**src/rtl/l1_ahb_mtx_pkg.sv**
```systemverilog
// l1_ahb_mtx_pkg: shared AHB encodings and address-phase bundle for the L1 AHB matrix
package l1_ahb_mtx_pkg;
    localparam int TRANS_W = 2;
    localparam int RESP_W  = 2;
    localparam int SIZE_W  = 3;
    localparam int BURST_W = 3;
    localparam int PROT_W  = 4;

    typedef enum logic [TRANS_W-1:0] {
        HTRANS_IDLE   = 2'b00,
        HTRANS_BUSY   = 2'b01,
        HTRANS_NONSEQ = 2'b10,
        HTRANS_SEQ    = 2'b11
    } htrans_e;

    localparam logic [RESP_W-1:0] HRESP_OKAY  = 2'b00;
    localparam logic [RESP_W-1:0] HRESP_ERROR = 2'b01;

    typedef enum logic {
        ST_IDLE = 1'b0,
        ST_PEND = 1'b1
    } pend_st_e;

    typedef struct packed {
        logic               sel;
        logic [TRANS_W-1:0] trans;
        logic               write;
        logic [SIZE_W-1:0]  size;
        logic [BURST_W-1:0] burst;
        logic [PROT_W-1:0]  prot;
        logic               lock;
    } ap_ctrl_t;
endpackage

```
**src/rtl/l1_ahb_mtx_in_stage_if.sv**
```systemverilog
// l1_ahb_mtx_in_stage_if: master-side and decode-side signals of one matrix input stage
interface l1_ahb_mtx_in_stage_if #(parameter int ADDR_W = 32);
    logic              HSELS;
    logic [ADDR_W-1:0] HADDRS;
    logic [1:0]        HTRANSS;
    logic              HWRITES;
    logic [2:0]        HSIZES;
    logic [2:0]        HBURSTS;
    logic [3:0]        HPROTS;
    logic              HMASTLOCKS;
    logic              HREADYS;
    logic              HREADYOUTS;
    logic [1:0]        HRESPS;
    logic              HSELM;
    logic [ADDR_W-1:0] HADDRM;
    logic [1:0]        HTRANSM;
    logic              HWRITEM;
    logic [2:0]        HSIZEM;
    logic [2:0]        HBURSTM;
    logic [3:0]        HPROTM;
    logic              HMASTLOCKM;
    logic              req;
    logic              active_dec;
    logic              readyout_dec;
    logic [1:0]        resp_dec;

    modport slave (
        input  HSELS, HADDRS, HTRANSS, HWRITES, HSIZES, HBURSTS, HPROTS, HMASTLOCKS, HREADYS,
        input  active_dec, readyout_dec, resp_dec,
        output HREADYOUTS, HRESPS, HSELM, HADDRM, HTRANSM, HWRITEM, HSIZEM, HBURSTM, HPROTM,
        output HMASTLOCKM, req
    );

    modport master (
        output HSELS, HADDRS, HTRANSS, HWRITES, HSIZES, HBURSTS, HPROTS, HMASTLOCKS, HREADYS,
        output active_dec, readyout_dec, resp_dec,
        input  HREADYOUTS, HRESPS, HSELM, HADDRM, HTRANSM, HWRITEM, HSIZEM, HBURSTM, HPROTM,
        input  HMASTLOCKM, req
    );
endinterface

```
**src/rtl/l1_ahb_mtx_in_stage.sv**
```systemverilog
// l1_ahb_mtx_in_stage: per-master input stage, holds un-granted transfers; lock hold via L1AHBMTX_INSTG_LOCK_EN
module l1_ahb_mtx_in_stage
    import l1_ahb_mtx_pkg::*;
#(
    parameter int ADDR_W = 32
) (
    input logic                  HCLK,
    input logic                  HRESETn,
    l1_ahb_mtx_in_stage_if.slave bus
);
    pend_st_e          r_st, w_st_nxt;
    logic              r_dphase, w_dphase_nxt;
    logic [ADDR_W-1:0] r_addr;
    ap_ctrl_t          r_ctrl, w_live, w_out;
    logic              w_pend, w_accept, w_issue, w_load, w_lock_in, w_req_base;

    assign w_pend   = (r_st == ST_PEND);
    assign w_accept = bus.HSELS & bus.HTRANSS[1] & bus.HREADYS;
    assign w_issue  = bus.active_dec & (w_accept | (w_pend & bus.readyout_dec));
    assign w_load   = w_accept & ~bus.active_dec;

`ifdef L1AHBMTX_INSTG_LOCK_EN
    logic r_lock;
    assign w_lock_in = bus.HMASTLOCKS;
    // Remember the lock of the last completed address phase so req is kept between locked beats
    always_ff @(posedge HCLK or negedge HRESETn) begin
        if (!HRESETn) r_lock <= 1'b0;
        else if (bus.HREADYS) r_lock <= bus.HSELS & bus.HMASTLOCKS;
    end
    assign bus.req = w_req_base | r_lock;
`else
    assign w_lock_in = 1'b0;
    assign bus.req   = w_req_base;
`endif

    assign w_live = '{sel: bus.HSELS, trans: bus.HTRANSS, write: bus.HWRITES, size: bus.HSIZES,
                      burst: bus.HBURSTS, prot: bus.HPROTS, lock: w_lock_in};

    // Pending-transfer state and data-phase flag
    always_ff @(posedge HCLK or negedge HRESETn) begin
        if (!HRESETn) begin
            r_st     <= ST_IDLE;
            r_dphase <= 1'b0;
        end else begin
            r_st     <= w_st_nxt;
            r_dphase <= w_dphase_nxt;
        end
    end

    // Next state: hold on an un-granted accept, release once the slave takes the held transfer
    always_comb begin
        w_st_nxt     = r_st;
        w_dphase_nxt = r_dphase;
        if (r_st == ST_IDLE)
            w_st_nxt = w_load ? ST_PEND : ST_IDLE;
        else
            w_st_nxt = (bus.active_dec & bus.readyout_dec) ? ST_IDLE : ST_PEND;
        w_dphase_nxt = w_issue ? 1'b1 : (bus.readyout_dec ? 1'b0 : r_dphase);
    end

    // Address-phase capture bank, only written when a transfer must wait for its grant
    always_ff @(posedge HCLK or negedge HRESETn) begin
        if (!HRESETn) begin
            r_addr <= '0;
            r_ctrl <= '0;
        end else if (w_load) begin
            r_addr <= bus.HADDRS;
            r_ctrl <= w_live;
        end
    end

    assign w_out          = w_pend ? r_ctrl : w_live;
    assign bus.HADDRM     = w_pend ? r_addr : bus.HADDRS;
    assign bus.HSELM      = w_out.sel;
    assign bus.HTRANSM    = w_out.trans;
    assign bus.HWRITEM    = w_out.write;
    assign bus.HSIZEM     = w_out.size;
    assign bus.HBURSTM    = w_out.burst;
    assign bus.HPROTM     = w_out.prot;
    assign bus.HMASTLOCKM = w_out.lock;
    assign w_req_base     = w_out.sel & w_out.trans[1];

    assign bus.HREADYOUTS = w_pend ? 1'b0 : (r_dphase ? bus.readyout_dec : 1'b1);
    assign bus.HRESPS     = r_dphase ? bus.resp_dec : HRESP_OKAY;
endmodule

```
**src/flat_wrapper.sv**
```systemverilog
// flat-port wrapper written by rule: the top's interface ports become plain ports
module l1_ahb_mtx_in_stage_flat import l1_ahb_mtx_pkg::*;
#(
    parameter int ADDR_W = 32
)
  (HCLK, HRESETn, bus_HSELS, bus_HADDRS, bus_HTRANSS, bus_HWRITES, bus_HSIZES, bus_HBURSTS, bus_HPROTS, bus_HMASTLOCKS, bus_HREADYS, bus_active_dec, bus_readyout_dec, bus_resp_dec, bus_HREADYOUTS, bus_HRESPS, bus_HSELM, bus_HADDRM, bus_HTRANSM, bus_HWRITEM, bus_HSIZEM, bus_HBURSTM, bus_HPROTM, bus_HMASTLOCKM, bus_req);
  l1_ahb_mtx_in_stage_if #(.ADDR_W(ADDR_W)) bus_i ();
  input logic HCLK;
  input logic HRESETn;
  input wire logic [$bits(bus_i.HSELS)-1:0] bus_HSELS;
  input wire logic [$bits(bus_i.HADDRS)-1:0] bus_HADDRS;
  input wire logic [$bits(bus_i.HTRANSS)-1:0] bus_HTRANSS;
  input wire logic [$bits(bus_i.HWRITES)-1:0] bus_HWRITES;
  input wire logic [$bits(bus_i.HSIZES)-1:0] bus_HSIZES;
  input wire logic [$bits(bus_i.HBURSTS)-1:0] bus_HBURSTS;
  input wire logic [$bits(bus_i.HPROTS)-1:0] bus_HPROTS;
  input wire logic [$bits(bus_i.HMASTLOCKS)-1:0] bus_HMASTLOCKS;
  input wire logic [$bits(bus_i.HREADYS)-1:0] bus_HREADYS;
  input wire logic [$bits(bus_i.active_dec)-1:0] bus_active_dec;
  input wire logic [$bits(bus_i.readyout_dec)-1:0] bus_readyout_dec;
  input wire logic [$bits(bus_i.resp_dec)-1:0] bus_resp_dec;
  output wire logic [$bits(bus_i.HREADYOUTS)-1:0] bus_HREADYOUTS;
  output wire logic [$bits(bus_i.HRESPS)-1:0] bus_HRESPS;
  output wire logic [$bits(bus_i.HSELM)-1:0] bus_HSELM;
  output wire logic [$bits(bus_i.HADDRM)-1:0] bus_HADDRM;
  output wire logic [$bits(bus_i.HTRANSM)-1:0] bus_HTRANSM;
  output wire logic [$bits(bus_i.HWRITEM)-1:0] bus_HWRITEM;
  output wire logic [$bits(bus_i.HSIZEM)-1:0] bus_HSIZEM;
  output wire logic [$bits(bus_i.HBURSTM)-1:0] bus_HBURSTM;
  output wire logic [$bits(bus_i.HPROTM)-1:0] bus_HPROTM;
  output wire logic [$bits(bus_i.HMASTLOCKM)-1:0] bus_HMASTLOCKM;
  output wire logic [$bits(bus_i.req)-1:0] bus_req;
  assign bus_i.HSELS = bus_HSELS;
  assign bus_i.HADDRS = bus_HADDRS;
  assign bus_i.HTRANSS = bus_HTRANSS;
  assign bus_i.HWRITES = bus_HWRITES;
  assign bus_i.HSIZES = bus_HSIZES;
  assign bus_i.HBURSTS = bus_HBURSTS;
  assign bus_i.HPROTS = bus_HPROTS;
  assign bus_i.HMASTLOCKS = bus_HMASTLOCKS;
  assign bus_i.HREADYS = bus_HREADYS;
  assign bus_i.active_dec = bus_active_dec;
  assign bus_i.readyout_dec = bus_readyout_dec;
  assign bus_i.resp_dec = bus_resp_dec;
  assign bus_HREADYOUTS = bus_i.HREADYOUTS;
  assign bus_HRESPS = bus_i.HRESPS;
  assign bus_HSELM = bus_i.HSELM;
  assign bus_HADDRM = bus_i.HADDRM;
  assign bus_HTRANSM = bus_i.HTRANSM;
  assign bus_HWRITEM = bus_i.HWRITEM;
  assign bus_HSIZEM = bus_i.HSIZEM;
  assign bus_HBURSTM = bus_i.HBURSTM;
  assign bus_HPROTM = bus_i.HPROTM;
  assign bus_HMASTLOCKM = bus_i.HMASTLOCKM;
  assign bus_req = bus_i.req;
  l1_ahb_mtx_in_stage #(.ADDR_W(ADDR_W)) u_core (.HCLK(HCLK), .HRESETn(HRESETn), .bus(bus_i));
endmodule
```
**config.mk**
```make
export PLATFORM = sky130hd
export DESIGN_NAME = l1_ahb_mtx_in_stage_flat
export DESIGN_NICKNAME = d
export VERILOG_FILES = /design/src/rtl/l1_ahb_mtx_pkg.sv /design/src/rtl/l1_ahb_mtx_in_stage_if.sv /design/src/rtl/l1_ahb_mtx_in_stage.sv /design/src/flat_wrapper.sv
export SDC_FILE = /design/constraint.sdc
export NUM_CORES = 1
export LEC_CHECK = 0
export ABC_AREA = 1
export CAP_MARGIN = 10
export CORE_MARGIN = 4
export CORE_UTILIZATION = 44
export CTS_BUF_LIST = sky130_fd_sc_hd__clkbuf_8
export CTS_CLUSTER_DIAMETER = 120
export DETAILED_ROUTE_END_ITERATION = 16
export GPL_TIMING_DRIVEN = 0
export PLACE_DENSITY = 0.82
export SYNTH_ARGS = -nofsm -noshare
export SYNTH_HDL_FRONTEND = slang
export SYNTH_SLANG_ARGS = --single-unit
```
**constraint.sdc**
```tcl
create_clock -name HCLK -period 1.17 [get_ports HCLK]
set_input_delay 0.1755 -clock HCLK [delete_from_list [all_inputs] [get_ports HCLK]]
set_output_delay 0.1755 -clock HCLK [all_outputs]
set_load 0.01 [all_outputs]
```
[Word-level counts from Yosys, hierarchy flattened]
Index checks and enable logic that the tools add are counted.
Widths: inputs -> output; s select.
Word-level totals
  bits in registers: 48
  input bits: 54
  logic and storage cells: 29
Operators by class
  reduce and logical (&&, ||, !) cells: 1
  multiplexer cells: 10
  bitwise operators: 9
Operators with widths (number)
  $mux 32: 1
  $mux 15: 1
  $and 1x1->1: 7
  $mux 1: 7
  $mux 2: 1
  $reduce_bool 2->1: 1
  $not 1->1: 1
  $or 1x1->1: 1

[Longest topological paths before layout]
Gate-level depths: netlist of the first run.
  depth after elaboration: 5
  depth in mapped cells: 5

[Worst setup path before layout of the first run]
Ideal clock, no wire load.
  kind: register -> output
  start: register u_core.r_st
  end: output port bus_req
  arrival time: 973 ps
  path buffers: 2
  required time: 995 ps
  path slack: 22 ps
  cell stages (with the launch flop): 6
  cells stage by stage: dfrtp_1 buf_2 buf_2 nand2_1 o21ai_0 nor2_1
Between the ends
  cells in the longest elaborated chain, start to end: 2
Ends and longest elaborated chain
  start, declared: RTL line l1_ahb_mtx_in_stage.sv:11  | pend_st_e r_st, w_st_nxt;
  start signal, assigned: RTL line l1_ahb_mtx_in_stage.sv:45  | r_st <= w_st_nxt;
  $mux 15: RTL line l1_ahb_mtx_in_stage.sv:72  | assign w_out = w_pend ? r_ctrl : w_live;
  $and 1x1->1: RTL line l1_ahb_mtx_in_stage.sv:81  | assign w_req_base = w_out.sel & w_out.trans[1];
  end, declared: RTL line flat_wrapper.sv:32  | output wire logic [$bits(bus_i.req)-1:0] bus_req;
No other way between the ends.

[Final worst setup path of the first run]
  start: register u_core.r_st
  end: output port bus_HPROTM[0]
Between the ends
  cells in the longest elaborated chain, start to end: 1
Ends and longest elaborated chain
  $mux 15: RTL line l1_ahb_mtx_in_stage.sv:72
  end, declared: RTL line flat_wrapper.sv:30  | output wire logic [$bits(bus_i.HPROTM)-1:0] bus_HPROTM;
No other way between the ends.

==> results by group, run 1 <==
Floorplan
  – Area of the die: 0.007059 sq mm
  – Die width: 84.02 microns
  – Rows: 27
  – Num ports: 105
  – Chip height: 84.02 microns
  – Starting Density: 0.4589
  – Core area: 0.005540 sq mm

Clocking
  – TritonCTS Sinks: 48
  – Clk root buf: clkbuf_8
  – H-tree depth: 2
  – Clock-pin slew on the worst setup and hold paths: 100 ps
  – Worst skew pair latency: 310 ps
  – Clock Path Buffers: 2
  – TritonCTS Buffers: 5
  – CTS tree: done

Power
  – Pwr Total: 5.117 mW
  – P per Cell Area: 1203 mW/mm^2
  – Internal power: 3.470 mW
  – Clock group share of total power: 0.234
  – Switching Fraction: 0.3219
  – Combinational power share: 0.349
  – Sequential share of power: 0.417
  – Max rail drop VDD: 0.6961 mV
  – Pleak: 2.348 nW
  – Total net switching power: 1.647 mW

Global routing
  – Gr usage total: 0.2232
  – Pin count of the biggest net entering global routing: 33
  – Vias in the first global route: 2740
  – Antenna violations before repair: 0
  – Total gr overflow: 0
  – First-pass GRT wire length: 12900 microns

Drt
  – Routed len/inst: 14.95 microns
  – Drt via density: 5.039
  – Drt drc: 0
  – 1st-iter DRT viols: 122
  – Post-route ant nets: 0
  – Final wirelength: 8522 microns
  – Via count: 2872
  – Drt pass-1 iters: 4

Critical path
  – WP data required: 990 ps
  – Worst Path Class, Setup: reg2out
  – Crit path top cell by count: buf_6
  – Critical Path Max Stage Delay: 380 ps
  – RR Endpoint: u_core.r_st$_DFF_PN0_
  – Crit-path cells: buf_6 -> buf_4 -> clkbuf_8 -> nand2_1 -> nand2_2 -> buf_6
  – Largest delay share family, worst path: buffers and inverters
  – Critical path launch point type: flop
  – CP max FO: 10
  – Worst r2r src: u_core.r_st$_DFF_PN0_
  – Buffer and inverter count on the worst path: 4
  – Slowest cell on the critical path: dfrtp_1
  – CP Capture Type: output pin
  – FF-to-FF path depth: 7
  – R2r setup slk: 60 ps
  – Worst path arrival time: 1420 ps

Final layout
  – Synth-to-layout area growth: 67.32%
  – Reg area: 0.001201 sq mm
  – Inserted Diodes: 0
  – Most common cell after layout, fill and taps aside: nand2_1
  – Layout fillers: 413
  – Final non-filler cell total: 570
  – Commonest non-fill, non-tap cells in the layout: 184 x nand2_1, 48 x clkdlybuf4s50_1, 48 x dfrtp_1, 46 x nand3_1, 34 x nand2_2
  – Share of cells above drive strength 1: 0.3153
  – Area taken by multi-input logic gates: 0.001381 sq mm
  – Final Net Count: 551

Synth
  – Unique masters post-synth: 16
  – Synth area leader: dfrtp_1
  – Synth area leaders: dfrtp_1 47%, nand2_1 34%, nand3_1 9.3%
  – Synth Instances: 367
  – Syn_nets: 421
  – Mean Syn Cell Area: 6.928 sq um
  – Number of synthesized register bits: 48
  – Yosys warnings: 0
  – Register area share after synthesis: 0.4724
  – Mapped Area: 0.002542 sq mm
  – Share of the synthesized area in the top cell type: 0.4724

STA
  – Fmax: 0.6272 GHz
  – Max-slew violation count: 0
  – Setup violators final: 51
  – Setup ws final: -424.3 ps
  – RSZ-0062 raised after global routing: true
  – Worst clock skew: 0.8211 ps
  – Final Hold Vio Count: 0
  – Final min period: 1594 ps
  – Final period util: 1.363
  – Setup TNS: -17400 ps

Job
  – Max_cap viols: 0

Place
  – Final GP Congestion: 0.8335
  – Placed cells: 542
  – Port bufs: 102
  – Post-DP HPWL: 5256 microns

Run status
  – Failing checks: setup timing
  – Outcome: finished, violations left

Worst hold path
  – Worst min path class: in2async
==> stage by stage <==
step | util | setup slack, ps | cell area (sq um) | hold slack, ps
2_1_floorplan | - | 21.57 | 2542 | -120.1
3_3_place_gp | 0.6594 | -1414 | 3654 | 437.3
3_5_place_dp | 0.6622 | -624.0 | 3669 | 136.8
4_1_cts | 0.7014 | -390.6 | 3886 | 330.1
5_1_grt | 0.7678 | -501.1 | 4254 | 367.8
6_report | 0.7678 | -424.3 | 4254 | 325.6
==> cell families (layout without fill, tap and decap cells) <==
logic type,count (synthesis),count (layout),synth area share
other,1,1,0.001475
DFF,48,48,0.4724
and+or+nand+nor,280,280,0.4473
AOI/OAI and AO/OA,4,4,0.007870
buffers and inverters,34,165,0.07086
==> how the worst max path moves through the flow <==
stage	start	depth (start not counted)	endpoint
2_1_floorplan	u_core.r_st$_DFF_PN0_	5	bus_req
3_3_place_gp	HRESETn	1	u_core.r_addr[9]$_DFFE_PN0P_
3_5_place_dp	u_core.r_st$_DFF_PN0_	6	bus_HADDRM[19]
4_1_cts	u_core.r_st$_DFF_PN0_	5	bus_HADDRM[17]
5_1_grt	u_core.r_st$_DFF_PN0_	7	bus_HADDRM[28]
6_report	u_core.r_st$_DFF_PN0_	6	bus_HPROTM[0]
==> cell usage after synthesis <==
| cell | instances |
|---|---|
| a21oi_1 | 1 |
| o21ai_0 | 3 |
| nand2_1 | 229 |
| nand3_1 | 47 |
| conb_1 | 1 |
| clkbuf_1 | 4 |
| inv_1 | 9 |
| nor2_8 | 1 |
| nand4_2 | 1 |
| nand2_2 | 1 |
| buf_6 | 4 |
| buf_4 | 1 |
| dfrtp_1 | 48 |
| buf_2 | 15 |
| inv_2 | 1 |
| nor2_1 | 1 |
==> power groups by stage <==
stage | sequential (mW) | combinational, mW | clock, mW
2_1_floorplan | 2.09 | 0.693 | 0
4_1_cts | 2.11 | 1.51 | 1.20
6_report | 2.13 | 1.79 | 1.20
3_5_place_dp | 2.13 | 1.46 | 0
5_1_grt | 2.17 | 1.94 | 1.28
3_3_place_gp | 2.12 | 1.41 | 0
==> flip-flops by register name, summed over array words and instances (netlist names) <==
signal,cells
u_core.r_addr,32
u_core.r_ctrl,14
u_core.r_dphase,1
u_core.r_st,1
==> layer usage <==
metal	GRT usage	up-vias	part of all wire	wire, microns
met2	0.3774	124	0.51	4310
met5	0	-	0	0
met3	0.07996	22	0.082	699
met1	0.2611	1335	0.39	3351
li1	-	1391	-	-
met4	0.07749	0	0.019	161
==> cell type report <==
type,instances,share of cell area
clock buffer,5,0.01618
timing repair inverter,1,0.002059
inverter,10,0.01176
multi-input combinational,285,0.3247
clock inverter,3,0.009118
buffer,24,0.05853
tap,72,0.02118
timing repair buffer,122,0.2741
sequential,48,0.2824
==> repair_timing <==
item	CTS	global route
setup endpoints to repair	88	90
hold buffers	1	0
gates cloned	2	2
gates resized for setup	263	73
pin swaps	5	16
hold endpoints to repair	16	0
setup buffers	8	8
(Power assumes the default switching activity.)
==> run 2, diff against run 1 <==
ABC_CLOCK_PERIOD_IN_PS = 1170   (was unset)
==> results of run 2 <==
The final DEF is identical to that of run 1; final timing and power are the same.
==> run 3, diff against run 2 <==
RECOVER_POWER = 25   (was unset)
==> run 3 against run 2 <==
The run still ends with setup timing left; core utilization fell by 0.16 points; global-route usage is the same; count of clock-buffer cells in the layout is the same; worst hold slack better by 4.4 ps; routed wire length increased by 0.33%; via count increased by 0.59%; clock power barely moved.
==> results by group, run 3 (same netlist as run 1, synthesis figures left out) <==
Run status
  – Outcome: finished, violations left
  – Failing checks: setup timing

Place
  – Port bufs: 102 (unchanged)
  – Final GP Congestion: 0.8335 (unchanged)
  – Area of placed instances: 0.003669 sq mm (unchanged)
  – Post-DP HPWL: 5256 microns (unchanged)

Drt
  – Drt drc: 0 (unchanged)
  – Final wirelength: 8550 microns (+0.33%)
  – Via count: 2889 (+0.59%)
  – Post-route ant nets: 0 (unchanged)
  – 1st-iter DRT viols: 120 (-1.6%)
  – Drt via density: 5.068 (+0.59%)
  – Routed len/inst: 15.00 microns (+0.33%)
  – Drt pass-1 iters: 4 (unchanged)

Floorplan
  – Starting Density: 0.4589 (unchanged)
  – Rows: 27 (unchanged)
  – Area of the die: 0.007059 sq mm (unchanged)
  – Core area: 0.005540 sq mm (unchanged)
  – Chip height: 84.02 microns (unchanged)
  – Die width: 84.02 microns (unchanged)
  – Num ports: 105 (unchanged)

Global routing
  – Pin count of the biggest net entering global routing: 33 (unchanged)
  – Total gr overflow: 0 (unchanged)
  – First-pass GRT wire length: 12900 microns (unchanged)
  – Antenna violations before repair: 0 (unchanged)
  – Vias in the first global route: 2740 (unchanged)
  – Gr usage total: 0.2232 (unchanged)

Critical path
  – CP Capture Type: output pin
  – WP data required: 990 ps (about the same)
  – Worst Path Class, Setup: reg2out
  – CP max FO: 10 (unchanged)
  – Worst path arrival time: 1420 ps (about the same)
  – Critical path launch point type: flop

Power
  – P per Cell Area: 1204 mW/mm^2 (+0.12%)
  – Pleak: 2.345 nW (-0.12%)
  – Max rail drop VDD: 0.6988 mV (+0.38%)
  – Pwr Total: 5.112 mW (about the same)

Final layout
  – Final Net Count: 551 (unchanged)
  – Most common cell after layout, fill and taps aside: nand2_1
  – Synth-to-layout area growth: 66.98%
  – Commonest non-fill, non-tap cells in the layout: 184 x nand2_1, 48 x dfrtp_1, 47 x clkdlybuf4s50_1, 46 x nand3_1, 34 x nand2_2
  – Final core utilization: 0.7663 (-0.001581)
  – Top Registers: u_core.r_addr x32, u_core.r_ctrl x14
  – Inserted Diodes: 0 (unchanged)
  – Final instance area: 0.004245 sq mm (-0.21%)
  – Share of cells above drive strength 1: 0.3153 (unchanged)
  – Layout fillers: 416 (+0.73%)
  – Max reg flops: 32 (unchanged)
  – Reg area: 0.001201 sq mm (unchanged)
  – Area taken by multi-input logic gates: 0.001381 sq mm (unchanged)
  – Largest reg by FF count: u_core.r_addr

STA
  – Setup ws final: -428.3 ps (-4.046 ps)
  – Setup violators final: 93 (+82%)
  – Max-slew violation count: 0 (unchanged)
  – Final Hold Vio Count: 0 (unchanged)
  – Worst clock skew: 0.8291 ps (+0.007994 ps)
  – RSZ-0062 raised after global routing: true
  – Fmax: 0.6256 GHz (-0.25%)
  – Final min period: 1598 ps (+4.046 ps)
  – Hold Slack: 330.0 ps (+4.430 ps)
  – Final period util: 1.366 (+0.003458)

Clocking
  – TritonCTS Buffers: 5 (unchanged)
  – H-tree depth: 2 (unchanged)
  – CTS tree: done
  – Clk root buf: clkbuf_8
  – Clock Path Buffers: 2 (unchanged)
  – Clock-pin slew on the worst setup and hold paths: 100 ps (about the same)
  – TritonCTS Sinks: 48 (unchanged)
  – Worst skew pair latency: 310 ps (about the same)

Worst hold path
  – Worst min path class: in2async

Job
  – Max_cap viols: 0 (unchanged)
## run 3: area by class of cell
| cell class | count | area share |
|---|---|---|
| Multi-Input combinational cell | 285 | 0.3254 |
| Sequential cell | 48 | 0.2829 |
| Timing Repair Buffer | 122 | 0.2726 |
| Buffer | 24 | 0.05865 |
| Tap cell | 72 | 0.02122 |
| Clock buffer | 5 | 0.01621 |
| Inverter | 10 | 0.01179 |
| Clock inverter | 3 | 0.009136 |
| Timing Repair inverter | 1 | 0.002063 |
## run 3: power breakdown
| group | internal, mW | total [mW] | leakage [nW] | switching, mW |
|---|---|---|---|---|
| clock network | 0.626 | 1.20 | 0.0593 | 0.569 |
| logic | 0.890 | 1.78 | 1.69 | 0.892 |
| registers | 1.95 | 2.14 | 0.597 | 0.186 |
| total | 3.47 | 5.11 | 2.34 | 1.65 |
## run 3: path summary, 6_finish.rpt
check,start,cells after the start,to,slack [ps]
worst min register to register,u_core.r_addr[12]$_DFFE_PN0P_,2,u_core.r_addr[12]$_DFFE_PN0P_,480
worst max register to register,u_core.r_st$_DFF_PN0_,7,u_core.r_st$_DFF_PN0_,50
max in group asynchronous,HRESETn,3,u_core.r_addr[10]$_DFFE_PN0P_,200
worst max-delay path,u_core.r_st$_DFF_PN0_,6,bus_HPROTM[0],-430
min in group HCLK,bus_HREADYS,4,u_core.r_addr[24]$_DFFE_PN0P_,360
worst min-delay path,HRESETn,2,u_core.r_addr[26]$_DFFE_PN0P_,330
## run 3: timing repair
item | CTS | global route
gates resized for setup | 263 | 73
buffers inserted | 8 | 8
pin swaps | 5 | 16
gates cloned | 2 | 2
endpoints found under the hold margin | 16 | 0
hold buffers | 1 | 0
endpoints found under the setup margin | 88 | 90
## run 3: metal layers
layer | GRT usage | share of wire | up-vias
met5 | 0 | 0 | -
met4 | 0.07749 | 0.023 | 0
met3 | 0.07996 | 0.082 | 27
met2 | 0.3774 | 0.51 | 126
met1 | 0.2611 | 0.39 | 1344
li1 | - | - | 1392
## run 3: worst max-delay path: stages (launching register included)
cell,delay (ps)
dfrtp_1,380
buf_6,150
buf_4,140
clkbuf_8,160
nand2_1,100
nand2_2,60
buf_6,120
## run 3: through the flow
stage / worst slack (ps) / TNS, ps / std cells
floorplan: 21.57 / 0 / 367
global placement: -1414 / -108440 / 541
detailed placement: -624.0 / -42280 / 542
CTS: -390.6 / -14670 / 561
global route: -501.1 / -26150 / 570
finish: -428.3 / -20340 / 570
